### config.mk
export PLATFORM = sky130hd
export DESIGN_NAME = keypad_scanner
export DESIGN_NICKNAME = d
export VERILOG_FILES = /design/src/rtl/keypad_pkg.sv /design/src/rtl/keypad_scanner_tick.sv /design/src/rtl/keypad_scanner.sv
export SDC_FILE = /design/constraint.sdc
export NUM_CORES = 1
export LEC_CHECK = 0
export ABC_AREA = 1
export CAP_MARGIN = 0
export CORE_ASPECT_RATIO = 0.7
export CORE_UTILIZATION = 64
export CTS_CLUSTER_SIZE = 25
export DETAILED_ROUTE_END_ITERATION = 16
export HOLD_SLACK_MARGIN = 0.05
export MAX_ROUTING_LAYER = met4
export PLACE_DENSITY = 0.85
export SETUP_SLACK_MARGIN = 0.15
export SKIP_CTS_REPAIR_TIMING = 1
export SYNTH_ARGS = -nofsm -noshare
export SYNTH_HDL_FRONTEND = slang
export SYNTH_HIERARCHICAL = 1
export SYNTH_SLANG_ARGS = --single-unit
### constraint.sdc
create_clock -name clk -period 4.27 [get_ports clk]
set_input_delay 0.427 -clock clk [delete_from_list [all_inputs] [get_ports clk]]
set_output_delay 0.427 -clock clk [all_outputs]
set_load 0.03 [all_outputs]
### src/rtl/keypad_pkg.sv
// Shared types and helpers for the matrix-keypad scanner.
package keypad_pkg;

    typedef enum logic [1:0] {SCAN, PRESS_DB, HELD, REL_DB} kp_state_t;

    function automatic int unsigned code_of(input int unsigned row,
                                            input int unsigned col,
                                            input int unsigned cols);
        return row * cols + col;
    endfunction

    function automatic int unsigned onehot_cnt(input logic [7:0] rows);
        int unsigned n;
        n = 0;
        for (int i = 0; i < 8; i++)
            if (rows[i]) n++;
        return n;
    endfunction

endpackage

### src/rtl/keypad_scanner_tick.sv
// Free-running divider producing a one-cycle tick every DIV clocks.
module tick_divider #(
    parameter int unsigned DIV = 10
) (
    input  logic clk_i,
    input  logic rst_i,
    output logic tick_o
);
    localparam int unsigned W = (DIV > 1) ? $clog2(DIV) : 1;

    logic [W-1:0] cnt_q;

    always_ff @(posedge clk_i or posedge rst_i) begin
        if (rst_i)                     cnt_q <= '0;
        else if (cnt_q == W'(DIV - 1)) cnt_q <= '0;
        else                           cnt_q <= cnt_q + 1'b1;
    end

    assign tick_o = (cnt_q == W'(DIV - 1));

endmodule

### src/rtl/keypad_scanner.sv
// ROWS x COLS keypad scanner: column drive, row sync, debounce, auto-repeat,
// ghost rejection and a valid/ready key-event output with sticky overflow.
module keypad_scanner
    import keypad_pkg::*;
#(
    parameter int unsigned ROWS           = 4,
    parameter int unsigned COLS           = 4,
    parameter int unsigned CLK_HZ         = 27_000_000,
    parameter int unsigned SCAN_HZ        = 1_000,
    parameter int unsigned DEBOUNCE_TICKS = 4,
    parameter int unsigned REPEAT_EN      = 1,
    parameter int unsigned REPEAT_DELAY   = 500,
    parameter int unsigned REPEAT_PERIOD  = 100
) (
    input  logic                          clk,
    input  logic                          reset,
    input  logic [ROWS-1:0]               filas_raw,
    output logic [COLS-1:0]               columnas,
    output logic [$clog2(ROWS*COLS)-1:0]  key_code,
    output logic                          key_valid,
    input  logic                          key_ready,
    output logic                          key_held,
    output logic                          overflow,
    input  logic                          ovf_clr
);
    localparam int unsigned DWELL = CLK_HZ / SCAN_HZ;
    localparam int unsigned CW    = $clog2(ROWS * COLS);
    localparam int unsigned CLW   = $clog2(COLS);
    localparam int unsigned RW    = $clog2(ROWS);
    localparam int unsigned TM0   = (DEBOUNCE_TICKS > REPEAT_DELAY) ? DEBOUNCE_TICKS : REPEAT_DELAY;
    localparam int unsigned TMAX  = (TM0 > REPEAT_PERIOD) ? TM0 : REPEAT_PERIOD;
    localparam int unsigned TW    = $clog2(TMAX + 1);

    kp_state_t         state_q, state_d;
    logic [ROWS-1:0]   rows_s1_q, rows_s2_q;
    logic [CLW-1:0]    col_q, col_d, col_adv;
    logic [RW-1:0]     row_q, row_d, samp_row;
    logic [TW-1:0]     cnt_q, cnt_d, rep_q, rep_d;
    logic              phase_q, phase_d;
    logic              held_q, held_d;
    logic              valid_q, valid_d;
    logic              ovf_q, ovf_d;
    logic [CW-1:0]     code_q, code_d;
    logic              tick, single, match, emit, drop;

    tick_divider #(.DIV(DWELL)) u_tick (
        .clk_i  (clk),
        .rst_i  (reset),
        .tick_o (tick)
    );

    function automatic logic [TW-1:0] sat_inc(input logic [TW-1:0] x);
        return (x == {TW{1'b1}}) ? x : x + 1'b1;
    endfunction

    always_comb begin
        samp_row = '0;
        for (int i = 0; i < ROWS; i++)
            if (rows_s2_q[i]) samp_row = RW'(i);
    end

    // Multi-row samples are treated as empty so ghost patterns never register.
    assign single  = (onehot_cnt(8'(rows_s2_q)) == 32'd1);
    assign match   = single && (samp_row == row_q);
    assign col_adv = (col_q == CLW'(COLS - 1)) ? '0 : col_q + 1'b1;

    always_comb begin
        state_d = state_q;
        col_d   = col_q;
        row_d   = row_q;
        cnt_d   = cnt_q;
        rep_d   = rep_q;
        phase_d = phase_q;
        held_d  = held_q;
        emit    = 1'b0;
        if (tick) begin
            unique case (state_q)
                SCAN: begin
                    if (single) begin
                        row_d   = samp_row;
                        cnt_d   = TW'(1);
                        state_d = PRESS_DB;
                    end else begin
                        col_d = col_adv;
                    end
                end
                PRESS_DB: begin
                    if (match) begin
                        cnt_d = sat_inc(cnt_q);
                        if (cnt_d >= TW'(DEBOUNCE_TICKS)) begin
                            emit    = 1'b1;
                            held_d  = 1'b1;
                            rep_d   = '0;
                            phase_d = 1'b0;
                            state_d = HELD;
                        end
                    end else begin
                        state_d = SCAN;
                        col_d   = col_adv;
                    end
                end
                HELD: begin
                    if (!match) begin
                        cnt_d   = TW'(1);
                        state_d = REL_DB;
                    end else if (REPEAT_EN != 0) begin
                        // First repeat waits REPEAT_DELAY, later ones REPEAT_PERIOD.
                        rep_d = sat_inc(rep_q);
                        if (rep_d >= (phase_q ? TW'(REPEAT_PERIOD) : TW'(REPEAT_DELAY))) begin
                            emit    = 1'b1;
                            rep_d   = '0;
                            phase_d = 1'b1;
                        end
                    end
                end
                REL_DB: begin
                    if (match) begin
                        state_d = HELD;
                    end else begin
                        cnt_d = sat_inc(cnt_q);
                        if (cnt_d >= TW'(DEBOUNCE_TICKS)) begin
                            held_d  = 1'b0;
                            state_d = SCAN;
                            col_d   = col_adv;
                        end
                    end
                end
            endcase
        end
    end

    assign drop = emit && valid_q && !key_ready;

    always_comb begin
        valid_d = valid_q;
        code_d  = code_q;
        if (valid_q && key_ready) valid_d = 1'b0;
        if (emit && !drop) begin
            valid_d = 1'b1;
            code_d  = CW'(code_of(32'(row_d), 32'(col_q), COLS));
        end
        ovf_d = drop ? 1'b1 : (ovf_clr ? 1'b0 : ovf_q);
    end

    always_ff @(posedge clk or posedge reset) begin
        if (reset) begin
            rows_s1_q <= '0;
            rows_s2_q <= '0;
            state_q   <= SCAN;
            col_q     <= '0;
            row_q     <= '0;
            cnt_q     <= '0;
            rep_q     <= '0;
            phase_q   <= 1'b0;
            held_q    <= 1'b0;
            valid_q   <= 1'b0;
            ovf_q     <= 1'b0;
            code_q    <= '0;
        end else begin
            rows_s1_q <= filas_raw;
            rows_s2_q <= rows_s1_q;
            state_q   <= state_d;
            col_q     <= col_d;
            row_q     <= row_d;
            cnt_q     <= cnt_d;
            rep_q     <= rep_d;
            phase_q   <= phase_d;
            held_q    <= held_d;
            valid_q   <= valid_d;
            ovf_q     <= ovf_d;
            code_q    <= code_d;
        end
    end

    assign columnas  = COLS'(1) << col_q;
    assign key_code  = code_q;
    assign key_valid = valid_q;
    assign key_held  = held_q;
    assign overflow  = ovf_q;

endmodule

==> Word-level counts from Yosys, hierarchy flattened <==
Index checks and enable logic that the tools add are counted.
{ "op_classes": {"n_reduce_logical": 19, "add_sub_neg": 8, "n_eq_ne": 21, "order_cmp": 2, "n_mux": 56, "shifts": 1} }
{ "ops": {"columns": ["operator", "count"], "rows": [
  ["two-way mux 9 bit", 11],
  ["adder 32 x 1 -> 32 bit, second input constant", 3],
  ["two-way mux 32 bit", 3],
  ["one-hot mux 9 bit (4 select lines)", 1],
  ["equality test 32 x 1 -> 1 bit, second input constant", 1],
  ["two-way mux 2 bit", 16],
  ["!= test 2 bit, second input constant", 10],
  ["adder 9 x 1 -> 9 bit, second input constant", 2],
  ["equality test 9 bit, second input constant", 2],
  ["two-way mux 1 bit", 18],
  ["one-hot mux 9 bit (2 select lines)", 1],
  ["AND reduction 6 bit", 3],
  ["adder 15 x 1 -> 15 bit, second input constant", 1],
  ["equality test 15 bit, second input constant", 1],
  ["two-way mux 15 bit", 1],
  ["AND reduction 5 bit", 3],
  ["greater-or-equal comparator 9 x 3 -> 1 bit, second input constant", 1],
  ["greater-or-equal comparator 9 bit", 1],
  ["one-hot mux 2 bit (4 select lines)", 1],
  ["nonzero test 2 bit", 4],
  ["equality test 2 bit, second input constant", 3],
  ["!= test 3 bit, second input constant", 2],
  ["one-hot mux 1 bit (2 select lines)", 3],
  ["one-hot mux 2 bit (3 select lines)", 1],
  ["9 further kinds", 14]
]} }
{ "totals": {"wordCells": 120, "output_inout_bits": 11, "inputBits": 8, "reg_bits": 55} }

==> Logic depth before layout (Yosys ltp) <==
Gate-level depths: netlist (run 1).
{ "depth": {"word_depth": 17, "depth_mapped": 18, "mapped_depth_nobuf": 18} }

==> By module <==
Netlist (run 1), hierarchy kept.
{ "modules_own_cells": {"columns": ["mod", "instances", "area_each_um2", "seq_area_each_um2", "cells_per_inst"], "rows": [
  ["keypad_scanner", 1, 2565.0, 1001.0, 329],
  ["tick_divider", 1, 865.8, 375.4, 110]
]} }

==> Worst setup path after synthesis (run 1) <==
No wires, ideal clock.
{ "synth_timing": {"path_kind": "reg2reg", "start": "reg rows_s2_q[1]", "end": "reg cnt_q[0] (netlist name)", "required_time_ns": 4.141, "path_buffers": 1, "slack_ns": 1.921, "arrival_ns": 2.220, "synth_period_minus_slack_ns": 2.349, "path_stages_with_launch": 15, "setup_ns": 0.129, "cell_sequence": "dfrtp_1 -> inv_1 -> ha_1 -> nor2_1 -> nor2_4 -> ha_1 -> nor2_1 -> o21ai_0 -> nand2_1 -> nand2_4 -> nor2_8 -> nor2_4 -> nor3_4 -> buf_6 -> o21ai_0"} }
{ "synth_rtl": {"columns": ["element", "line", "source"], "rows": [
  ["start: declaration", "keypad_scanner.sv:35", "logic [ROWS-1:0] rows_s1_q, rows_s2_q;"],
  ["start signal: assignment", "keypad_scanner.sv:161", "rows_s2_q <= rows_s1_q;"]
]} }

==> results of run 1 <==
## stage by stage
step / util / instance area [µm²] / setup slack [ns]
after floorplan: - / 3430 / 1.92
after global placement: 0.741 / 3680 / 1.53
after detailed placement: 0.741 / 3680 / 1.42
after CTS: 0.768 / 3810 / 1.37
after global routing: 0.768 / 3810 / 1.08
final: 0.768 / 3810 / 1.39
## state kept, by name, indices dropped and copies added (netlist names), 2 cells and up, named ones only
| signal | count |
|---|---|
| rep_q | 9 |
| u_tick/cnt_q | 15 |
| rows_s1_q | 4 |
| row_q | 2 |
| cnt_q | 9 |
| col_q | 2 |
| key_code | 4 |
| rows_s2_q | 4 |
## layout make-up
cell class	count	area share
clock buffers	6	0.0190
clock inverters	2	0.0157
inverters	56	0.0564
multi-input cells	326	0.476
flip-flops and latches	55	0.361
well taps	69	0.0226
repair buffers	19	0.0492
## Yosys cell counts (2+ instances only)
cell type,n,share of area
inv_2,5,0.0055
nand2_1,129,0.14
nand3_1,27,0.039
buf_6,2,0.0066
a21oi_1,8,0.012
nor2_1,35,0.038
xnor2_1,5,0.013
nor3_1,2,0.0029
nor2_2,18,0.033
a21oi_2,2,0.0051
nor2_4,4,0.013
inv_1,49,0.054
o21ai_1,6,0.0088
ha_1,18,0.066
nand2_4,2,0.0066
xor2_1,8,0.020
nand4_1,16,0.029
o21bai_1,3,0.0066
dfrtp_1,55,0.40
o21ai_0,16,0.023
o21ai_2,3,0.0077
nand2_2,8,0.015
nand3_2,7,0.020
## critical path: cells and delay by family, from the launching register on
| family | cells | cell delay, ns |
|---|---|---|
| AO/OA/AOI/OAI | 1 | 0.08 |
| flip-flops | 1 | 0.37 |
| adder cells (fa/ha/maj) | 2 | 0.60 |
| AND/OR/NAND/NOR | 10 | 1.51 |
| buffers and inverters | 2 | 0.23 |
## kinds of logic after synthesis
kind of cell | after synthesis | share of synthesized area
adders and majority gates | 18 | 0.0656
muxes | 1 | 0.00328
DFF | 55 | 0.401
buffers and inverters | 58 | 0.0693
and+or+nand+nor | 251 | 0.351
xor gates and xnor gates | 13 | 0.0332
AOI/OAI and AO/OA | 43 | 0.0766
## where the power goes
group / total (µW) / switching (µW) / internal [µW]
logic: 44.6 / 29.7 / 14.9
clock network: 400 / 166 / 234
registers: 527 / 2.54 / 524
## metal layers
| metal | track usage | wire length, µm | vias up |
|---|---|---|---|
| met4 | 0.0893 | 80 | 0 |
| met3 | 0.0603 | 420 | 13 |
| met5 | - | 0 | - |
| li1 | - | - | 1449 |
| met1 | 0.394 | 3410 | 1346 |
| met2 | 0.405 | 3030 | 88 |
## worst paths after layout
path	from	to	slack [ns]	cells past startpoint
max in group asynchronous	reset	async pin	3.33	3
worst min-delay path	rows_s1_q[3]	rows_s2_q[3]	0.36	0
worst max-delay path	rows_s2_q[0]	cnt_q[2]	1.39	15
worst max register to register	rows_s2_q[0]	cnt_q[2]	1.39	15
worst min register to register	rows_s1_q[3]	rows_s2_q[3]	0.36	0
min in group asynchronous	reset	u_tick/cnt_q[9]	0.52	2
==> summary.md, run 1 <==
| Metric | Value |
|---|---|
| Setup TNS | `0 ns` |
| Antenna diode count | `0` |
| Syn avg cell area | `a little under 8 µm²` |
| H-tree Lvls | `2` |
| IO buf count | `18` |
| Yosys reg bits | `between 50 and 60` |
| Arr. time, crit path | `3.08 ns` |
| Clock latency on the worst-skew pair | `0.30 ns` |
| CTS Buffer Depth | `2` |
| Worst Path Max Fanout | `15` |
| Maxcap violations | `0` |
| Peak Freq | `between 300 and 400 MHz` |
| Initial drt markers | `236` |
| Sink Count | `55` |
| Overall power | `just under 1000 µW` |
| Die area | `5660 µm²` |
| Top FF cell, synth | `dfrtp_1` |
| Rows | `21` |
| Hold_ws | `between 0.3 and 0.4 ns` |
| Total track usage | `0.280` |
| Clock transition at the registers of the reported paths | `approximately 0.1 ns` |
| Share of post-route cells with drive strength above 1 | `0.136` |
| Final count of pins violating max slew | `0` |
| Power per standard cell area | `around 250 nW/µm²` |
| Gpl congestion | `0.862` |
| TritonCTS clock tree | `built` |
| Ports | `19` |
| Post-synth EDFFs | `0` |
| Placed insts | `around 530` |
| Share of the yosys chip area belonging to registers | `0.401` |
| Multi-input logic area | `1820 µm²` |
| Largest net degree at the start of global routing | `41` |
| Layout Skew | `roughly 0.011 ns` |
| Cell area after synthesis | `around 3400 µm²` |
| Initial antenna violation count | `0` |
| Fillcell total | `~340` |
| Final Hold Vio Count | `0` |
| Worst path required time | `between 4 and 5 ns` |
| CP max-delay cell | `nor3_4` |
| Post-synth cell types | `34` |
| Final min period | `about 2.9 ns` |
| Total number of vias | `around 2,900` |
| Core area | `just under 5000 µm²` |
| Worst hold path type | `reg2reg` |
| WL final | `6.94 mm` |
| VDD IR max | `130 µV` |
| Drt wl/cell | `around 13 µm` |
| Cells after Synth | `439` |
| DP HPWL | `about 5.2 mm` |
| First-pass DRT Iterations | `4` |
| Worst Setup End Kind | `register` |
| RSZ-0062 raised after global routing | `false` |
| Synth warn | `6` |
| Commonest non-fill, non-tap cells in the layout | `nand2_1 (129), dfrtp_1 (55), inv_1 (49), nor2_1 (35), nand3_1 (27)` |
| Most common cell after layout, fill and taps aside | `nand2_1` |
| Global-route wire length before repair | `approximately 12 mm` |
| Die width | `89.5 µm` |
| Worst path cell trace | `inv_1 -> ha_1 -> nor2_1 -> nor2_4 -> ha_1 -> nor2_1 -> o21ai_0 -> nand2_1 -> nand2_4 -> nor2_8 -> nor2_4 -> nor3_4 -> inv_1 -> nand2_1 -> nand2_1` |
| CP startpoint kind | `register` |
| Worst slew pin tran | `0.617 ns` |
| Sequential cell area | `~1400 µm²` |
| Vias per cell | `5.43` |
| Total grt overflow | `0` |
| Vias in the first global route | `around 2,700` |
| Final Cycle Share | `0.675` |
| Non-filler instance count after layout | `~530` |
| P_leak | `between 0.0015 and 0.002 µW` |
| Slowest stage delay, CP | `0.53 ns` |
| Async SR Flop Fraction | `1.00` |
| Die height | `~63 µm` |
| CTS buffer count | `5` |
| Most frequent CP cell | `nand2_1` |
| Max-slew headroom at the worst pin | `0.588` |
| # setup viols final | `0` |
| Clk root buf | `clkbuf_8` |
| Status | `finished clean` |
| DRC errors left | `0` |
| Worst setup path class | `reg2reg` |
| Antenna-violating nets left | `0` |
| Starting Density | `0.691` |
| Area Growth Syn to Fin | `11.2%` |
| Mapped Nets | `around 470` |
| Layout Nets | `~500` |
(Power assumes the default switching activity.)
==> inputs of run 2 (changes only) <==
- CORE_UTILIZATION: 64 -> 54
- PLACE_DENSITY: 0.85 -> 0.76
- clock period: 4.27 -> 2.5 ns (I/O delays scaled with it)
==> run 2 against run 1 <==
  * Design area up 8.2%
  * Sequential cell count unchanged
  * Maximum frequency up 18%
  * Count of clock-buffer cells in the layout down 1
  * Routed wire length up 6.4%
  * Hold slack worse by 0.045 ns
  * Utilization down 7.2 points
  * Largest power group unchanged
==> summary.md, run 2 (synthesis gave the netlist of run 1 again) <==
| Metric | Value |
|---|---|
| Die width | `97.3 µm (+8.7%)` |
| Drt wl/cell | `13.2 µm (+1.7%)` |
| Worst path required time | `2.70 ns (-1.77 ns)` |
| Maxcap violations | `0 (unchanged)` |
| RSZ-0062 raised after global routing | `true` |
| Worst Path Max Fanout | `5 (-10)` |
| Worst Setup End Kind | `register` |
| Final Hold Vio Count | `0 (unchanged)` |
| Design Area, Final | `4130 µm² (+8.2%)` |
| Ports | `19 (unchanged)` |
| Final min period | `2.44 ns (-0.439 ns)` |
| Peak Freq | `409 MHz (+18%)` |
| IO buf count | `18 (unchanged)` |
| Clock transition at the registers of the reported paths | `0.09 ns (about the same)` |
| Final WS setup | `0.0562 ns (-1.33 ns)` |
| Commonest non-fill, non-tap cells in the layout | `nand2_1 (121), dfrtp_1 (53), inv_1 (45), nor2_1 (30), nand3_1 (25)` |
| Largest net degree at the start of global routing | `41 (unchanged)` |
| CTS Buffer Depth | `2 (unchanged)` |
| Antenna diode count | `0 (unchanged)` |
| Die area | `6680 µm² (+18%)` |
| # setup viols final | `0 (unchanged)` |
| Status | `finished clean` |
| DRC errors left | `0 (unchanged)` |
| Setup TNS | `0 ns (unchanged)` |
| First-pass DRT Iterations | `4 (unchanged)` |
| Total number of vias | `2,972 (+2.6%)` |
| Arr. time, crit path | `2.64 ns (-0.44 ns)` |
| P_leak | `0.00194 µW (+6.9%)` |
| Share of post-route cells with drive strength above 1 | `0.234 (+0.0982)` |
| Worst setup path class | `reg2reg` |
| Global-route wire length before repair | `11.3 mm (-5.2%)` |
| Final count of pins violating max slew | `0 (unchanged)` |
| Vias per cell | `5.33 (-2.0%)` |
| Max reg flops | `15 (unchanged)` |
| Area Growth Syn to Fin | `20.3%` |
| DP HPWL | `5.12 mm (-1.6%)` |
| Initial antenna violation count | `0 (unchanged)` |
| Clock latency on the worst-skew pair | `0.31 ns (about the same)` |
| Worst slew pin tran | `0.566 ns (-0.0510 ns)` |
| Initial drt markers | `171 (-28%)` |
| Sink Count | `55 (unchanged)` |
| Reg2reg setup slack | `0.06 ns (-1.33 ns)` |
| Starting Density | `0.579 (-0.112)` |
| Top reg by flops | `u_tick/cnt_q` |
| Total grt overflow | `0 (unchanged)` |
| Power per standard cell area | `382 nW/µm² (+50%)` |
| Vias in the first global route | `2,528 (-5.7%)` |
| Final Cycle Share | `0.978 (+0.302)` |
| Biggest regs | `u_tick/cnt_q: 15 flops, cnt_q: 9 flops, rep_q: 9 flops` |
| Final Core Density | `0.696 (-0.0721)` |
| Die height | `68.7 µm (+8.6%)` |
| H-tree Lvls | `2 (unchanged)` |
| Rows | `23 (+9.5%)` |
| Gpl congestion | `0.923 (+7.1%)` |
| Max-slew headroom at the worst pin | `0.622 (+0.0340)` |
| Non-filler instance count after layout | `558 (+4.7%)` |
| CTS buffer count | `5 (unchanged)` |
| Worst hold path type | `in2async` |
| Total track usage | `0.220 (-0.0601)` |
| Antenna-violating nets left | `0 (unchanged)` |
| Dpl cell area | `3780 µm² (+2.8%)` |
| Core area | `5930 µm² (+19%)` |
| Placed insts | `542 (+3.2%)` |
| Layout Skew | `0.00691 ns (-0.00386 ns)` |
| Clk root buf | `clkbuf_8` |
| Most common cell after layout, fill and taps aside | `nand2_1` |
| Layout Nets | `509 (+4.1%)` |
| CP startpoint kind | `register` |
| WL final | `7.39 mm (+6.4%)` |
| Setup WS pre-CTS | `-0.135 ns (-1.55 ns)` |
| TritonCTS clock tree | `built` |
| VDD IR max | `229 µV (+77%)` |
-- run 2: changes by cell type in the layout (fill, tap and decap cells not counted), moves of 3 or more --
cell | previous run | this run
nor2_1 | 35 | 30
nand2_2 | 8 | 15
inv_1 | 49 | 45
buf_4 | 1 | 15
ha_4 | 0 | 3
inv_2 | 5 | 8
ha_1 | 18 | 15
nor2_4 | 4 | 8
nand2_1 | 129 | 121
o21ai_0 | 16 | 12
nand2_4 | 2 | 5
-- run 2: power breakdown --
part	switching (µW)	total (µW)	leakage, µW	internal (µW)
Sequential	5.81	901	0.000732	895
Clock	280	573	0.0000502	293
Combinational	59.6	101	0.00115	41.7
Total	346	1580	0.00194	1230
-- run 2: layer usage --
metal  wire length, µm  vias to the layer above  GRT usage
li1                  -                     1499          -
met1              3770                     1404      0.311
met2              3240                       60      0.323
met3               306                        9     0.0433
met4                72                        0     0.0680
met5                 0                        -          -
-- run 2: cell type report --
class / count / area (µm²)
multi-input combinational: 328 / 1980
fill: 484 / 1800
sequential: 55 / 1380
timing repair buffer: 37 / 350
inverter: 56 / 218
tap: 75 / 93.8
clock buffer: 5 / 68.8
clock inverter: 2 / 37.5
-- run 2: final timing paths --
| kind | start | endpoint | cells past startpoint |
|---|---|---|---|
| max | rows_s2_q[1] | rep_q[3] | 17 |
| max reg2reg | rows_s2_q[1] | rep_q[3] | 17 |
| min | reset | u_tick/cnt_q[7] | 2 |
| min in group clk | rows_s1_q[2] | rows_s2_q[2] | 0 |
| min reg2reg | rows_s1_q[2] | rows_s2_q[2] | 0 |
| max in group asynchronous | reset | rep_q[1] | 3 |
-- run 2: metrics by stage --
step	power, µW	hold WS (ns)
after floorplan	968	0.151
after global placement	994	0.344
after detailed placement	997	0.337
after CTS	1570	0.332
after global routing	1630	0.361
final	1580	0.312
-- run 2: worst max-delay path, cell delays in order, from the launching register on --
cell     delay, ns
dfrtp_1       0.41
inv_2         0.09
ha_4          0.22
nand2_2       0.07
inv_2         0.06
nor2_4        0.13
ha_4          0.21
nor2_2        0.06
o21ai_1       0.07
nand2_1       0.12
nand2_4       0.09
nor2_8        0.16
buf_6         0.12
inv_4         0.04
nor2_4        0.21
nand2_4       0.12
a21oi_2       0.13
a21oi_2       0.04
==> inputs of run 3 (changes only) <==
- ABC_AREA: 1 -> default
- CORE_UTILIZATION: 54 -> 57
- DONT_BUFFER_PORTS: default -> 1
- PLACE_DENSITY: 0.76 -> 0.75
==> run 3 against run 2 <==
  * The flow now finishes with violations (negative setup slack)
  * Combinational power increased by 17%
  * Hold slack worse by 0.056 ns
  * Maximum frequency is 25% lower
  * Synthesized cell count fell by 28%
  * Cell count is 19% lower
  * Routed wire length grew 7.0%
==> summary.md, run 3 <==
| Metric | Value |
|---|---|
| Vias per cell | `6.01 (+13%)` |
| H-tree Lvls | `2 (unchanged)` |
| Rows | `22 (-4.3%)` |
| Sequential cell area | `1380 µm² (-0.18%)` |
| WL final | `7.91 mm (+7.0%)` |
| Initial antenna violation count | `0 (unchanged)` |
| Max-slew headroom at the worst pin | `0.534 (-0.0882)` |
| Peak Freq | `306 MHz (-25%)` |
| Final count of pins violating max slew | `0 (unchanged)` |
| Reg2reg start | `rows_s2_q[1]` |
| Largest net degree at the start of global routing | `41 (unchanged)` |
| Worst Path Max Fanout | `4 (-1)` |
| DP HPWL | `5.24 mm (+2.2%)` |
| Arr. time, crit path | `3.48 ns (+0.84 ns)` |
| Multiplexer share of the synthesized area | `0.0483 (+0.0451)` |
| Antenna diode count | `0 (unchanged)` |
| Worst path cell trace | `ha_2 -> or2_1 -> and2_4 -> ha_4 -> or2_0 -> mux4_2 -> nor4_4 -> buf_4 -> nand3_1 -> a21oi_2 -> nand3_4 -> mux2_4` |
| Top reg by flops | `u_tick/cnt_q` |
| Share of post-route cells with drive strength above 1 | `0.333 (+0.0994)` |
| Reg2Reg Depth | `12 (-5)` |
| Core area | `5310 µm² (-10%)` |
| Fillcell total | `324 (-33%)` |
| Sink Count | `55 (unchanged)` |
| Area Growth Syn to Fin | `28.4%` |
| Adder-Cell Fraction of Synth Area | `0.0708 (+0.00511)` |
| Top FF cell, synth | `dfrtp_1` |
| Layout Nets | `406 (-20%)` |
| Cells after Synth | `318 (-28%)` |
| CTS buffer count | `5 (unchanged)` |
| Mapped Nets | `344 (-26%)` |
| Failing checks | `negative setup slack` |
| Worst hold path type | `in2reg` |
| TritonCTS clock tree | `built` |
| Main combinational cell family by area after synthesis | `simple AND/OR/NAND/NOR gates` |
| Area contributors post-synth | `dfrtp_1 (43%), ha_1 (7.1%), a21oi_1 (3.6%)` |
| Synth warn | `6 (unchanged)` |
| Power per standard cell area | `375 nW/µm² (-1.8%)` |
| Hold EP | `key_valid` |
| Final min period | `3.27 ns (+0.826 ns)` |
| VDD IR max | `225 µV (-1.9%)` |
| Final Cycle Share | `1.31 (+0.330)` |
| Share of the yosys chip area belonging to registers | `0.432 (+0.0312)` |
| Cell area after synthesis | `3180 µm² (-7.2%)` |
| Synth top cells by count | `dfrtp_1 (55), a21oi_1 (23), nand2_1 (22), nor2_1 (22), ha_1 (18)` |
| RSZ-0062 raised after global routing | `true` |
| Final WS setup | `-0.770 ns (-0.826 ns)` |
| CP startpoint kind | `register` |
| Starting Density | `0.599 (+0.0204)` |
| Maxcap violations | `0 (unchanged)` |
| # setup viols final | `32 (+32)` |
| Die area | `5890 µm² (-12%)` |
| Most common cell after layout, fill and taps aside | `buf_4` |
| Yosys reg bits | `55 (unchanged)` |
| Total track usage | `0.272 (+0.0514)` |
| Worst path required time | `2.71 ns (about the same)` |
| Vias in the first global route | `2,568 (+1.6%)` |
| Async SR Flop Fraction | `1.00 (unchanged)` |
| Worst R2R End | `key_code[0]` |
| Max reg flops | `15 (unchanged)` |
| Reg2reg setup slack | `-0.77 ns (-0.83 ns)` |
| Total number of vias | `2,721 (-8.4%)` |
| First-pass DRT Iterations | `4 (unchanged)` |
| Ports | `19 (unchanged)` |
| Worst Setup End Kind | `register` |
| CTS Buffer Depth | `2 (unchanged)` |
| Total grt overflow | `0 (unchanged)` |
| DRC errors left | `0 (unchanged)` |
| Final Hold Vio Count | `0 (unchanged)` |
| Clock latency on the worst-skew pair | `0.32 ns (about the same)` |
| Clock transition at the registers of the reported paths | `0.10 ns (about the same)` |
| Worst setup path class | `reg2reg` |
| Status | `finished, violations left` |
| P_leak | `0.00188 µW (-3.0%)` |
| Layout Skew | `0.0118 ns (+0.00486 ns)` |
| Setup TNS | `-20.63 ns (-20.63 ns)` |
| Worst slew pin tran | `0.693 ns (+0.127 ns)` |
| Post-synth EDFFs | `0 (unchanged)` |
| Synth area leader | `dfrtp_1` |
| XOR/XNOR Fraction of Synth Area | `0.0468 (+0.0136)` |
| CP max-delay cell | `mux4_2` |
| Syn avg cell area | `10.0 µm² (+28%)` |
| WHS Path Cells | `2` |
| Post-synth cell types | `66 (+94%)` |
| Synth Area in Simple Gates | `0.200 (-0.150)` |
| Hold Path Origin | `key_ready` |
| Synth Area in Compound Gates | `0.164 (+0.0869)` |
| Antenna-violating nets left | `0 (unchanged)` |
| Post-synth top area share | `0.432 (+0.0312)` |
| Die height | `64.5 µm (-6.1%)` |
| Most common cell in the netlist | `dfrtp_1` |
| IO buf count | `0 (-18)` |
| Global-route wire length before repair | `12.3 mm (+8.1%)` |
| Biggest regs | `u_tick/cnt_q: 15 flops, cnt_q: 9 flops, rep_q: 9 flops` |
| Initial drt markers | `208 (+22%)` |
| Final Core Density | `0.769 (+0.0734)` |
| Overall power | `1530 µW (-2.7%)` |
| Clk root buf | `clkbuf_8` |
| Gpl congestion | `0.894 (-3.1%)` |
| Multi-input logic area | `1950 µm² (-1.4%)` |
| Slowest stage delay, CP | `0.54 ns (+0.13 ns)` |
| Drt wl/cell | `17.5 µm (+32%)` |
| Hold_ws | `0.256 ns (-0.0559 ns)` |
| Die width | `91.3 µm (-6.1%)` |
| Commonest non-fill, non-tap cells in the layout | `buf_4 (57), dfrtp_1 (55), nor2_1 (21), nand2_1 (19)` |
## run 3: changes by cell type in the layout (fill, tap and decap cells not counted), moves of 9 or more
cell,before,now
nand2_1,121,19
buf_4,15,57
inv_1,45,15
nor2_2,19,0
clkdlybuf4s50_1,18,0
nand3_1,25,11
nand2_2,15,3
and3_1,0,10
nor2_1,30,21
## run 3: report_power, final
group	internal (µW)	total, µW	leakage (µW)	switching, µW
Combinational	53.9	118	0.00109	64.5
Sequential	895	900	0.000736	4.43
Clock	202	515	0.0000485	313
## run 3: worst max-delay path: cells and delay by family, from the launching register on
kind                     cells  cell delay [ns]
multiplexers                 2             0.87
AO/OA/AOI/OAI                1             0.21
buffers and inverters        1             0.17
AND/OR/NAND/NOR              6             1.06
adder cells (fa/ha/maj)      2             0.43
flip-flops                   1             0.42
## run 3: worst max-delay path by stage
| stage | from | to | slack [ns] | cells past startpoint |
|---|---|---|---|---|
| after floorplan | rows_s2_q[1] | phase_q | -0.64 | 11 |
| after global placement | rows_s2_q[1] | rep_q[1] | -0.67 | 12 |
| after detailed placement | rows_s2_q[1] | rep_q[1] | -0.75 | 12 |
| after CTS | rows_s2_q[1] | rep_q[1] | -0.78 | 12 |
| after global routing | rows_s2_q[1] | key_code[2] | -0.92 | 12 |
| final | rows_s2_q[1] | key_code[0] | -0.77 | 12 |
## run 3: final cells by class
cell class	count	area share
well taps	72	0.0220
repair buffers	66	0.128
flip-flops and latches	55	0.337
clock inverters	3	0.00551
multi-input cells	237	0.478
clock buffers	5	0.0168
inverters	15	0.0138
## run 3: metrics by stage
step / area [µm²] / worst slack [ns] / std cells
finish: 4090 / -0.770 / 453
global route: 4090 / -0.918 / 453
CTS: 3780 / -0.777 / 440
detailed placement: 3690 / -0.749 / 432
global placement: 3690 / -0.665 / 432
floorplan: 3270 / -0.638 / 318
## run 3: metal layers
layer / global-route usage / routed length (µm) / vias up
li1: - / - / 1284
met1: 0.398 / 3790 / 1343
met2: 0.406 / 3600 / 77
met3: 0.0423 / 391 / 17
met4: 0.0476 / 122 / 0
met5: - / 0 / -
## run 3: kinds of logic (layout without fill, tap and decap cells)
logic type                 Yosys count  after routing
muxes                               13             13
buffers and inverters               26             89
DFF                                 55             55
adders and majority gates           18             18
AOI/OAI and AO/OA                   76             76
and+or+nand+nor                    113            113
xor gates and xnor gates            17             17
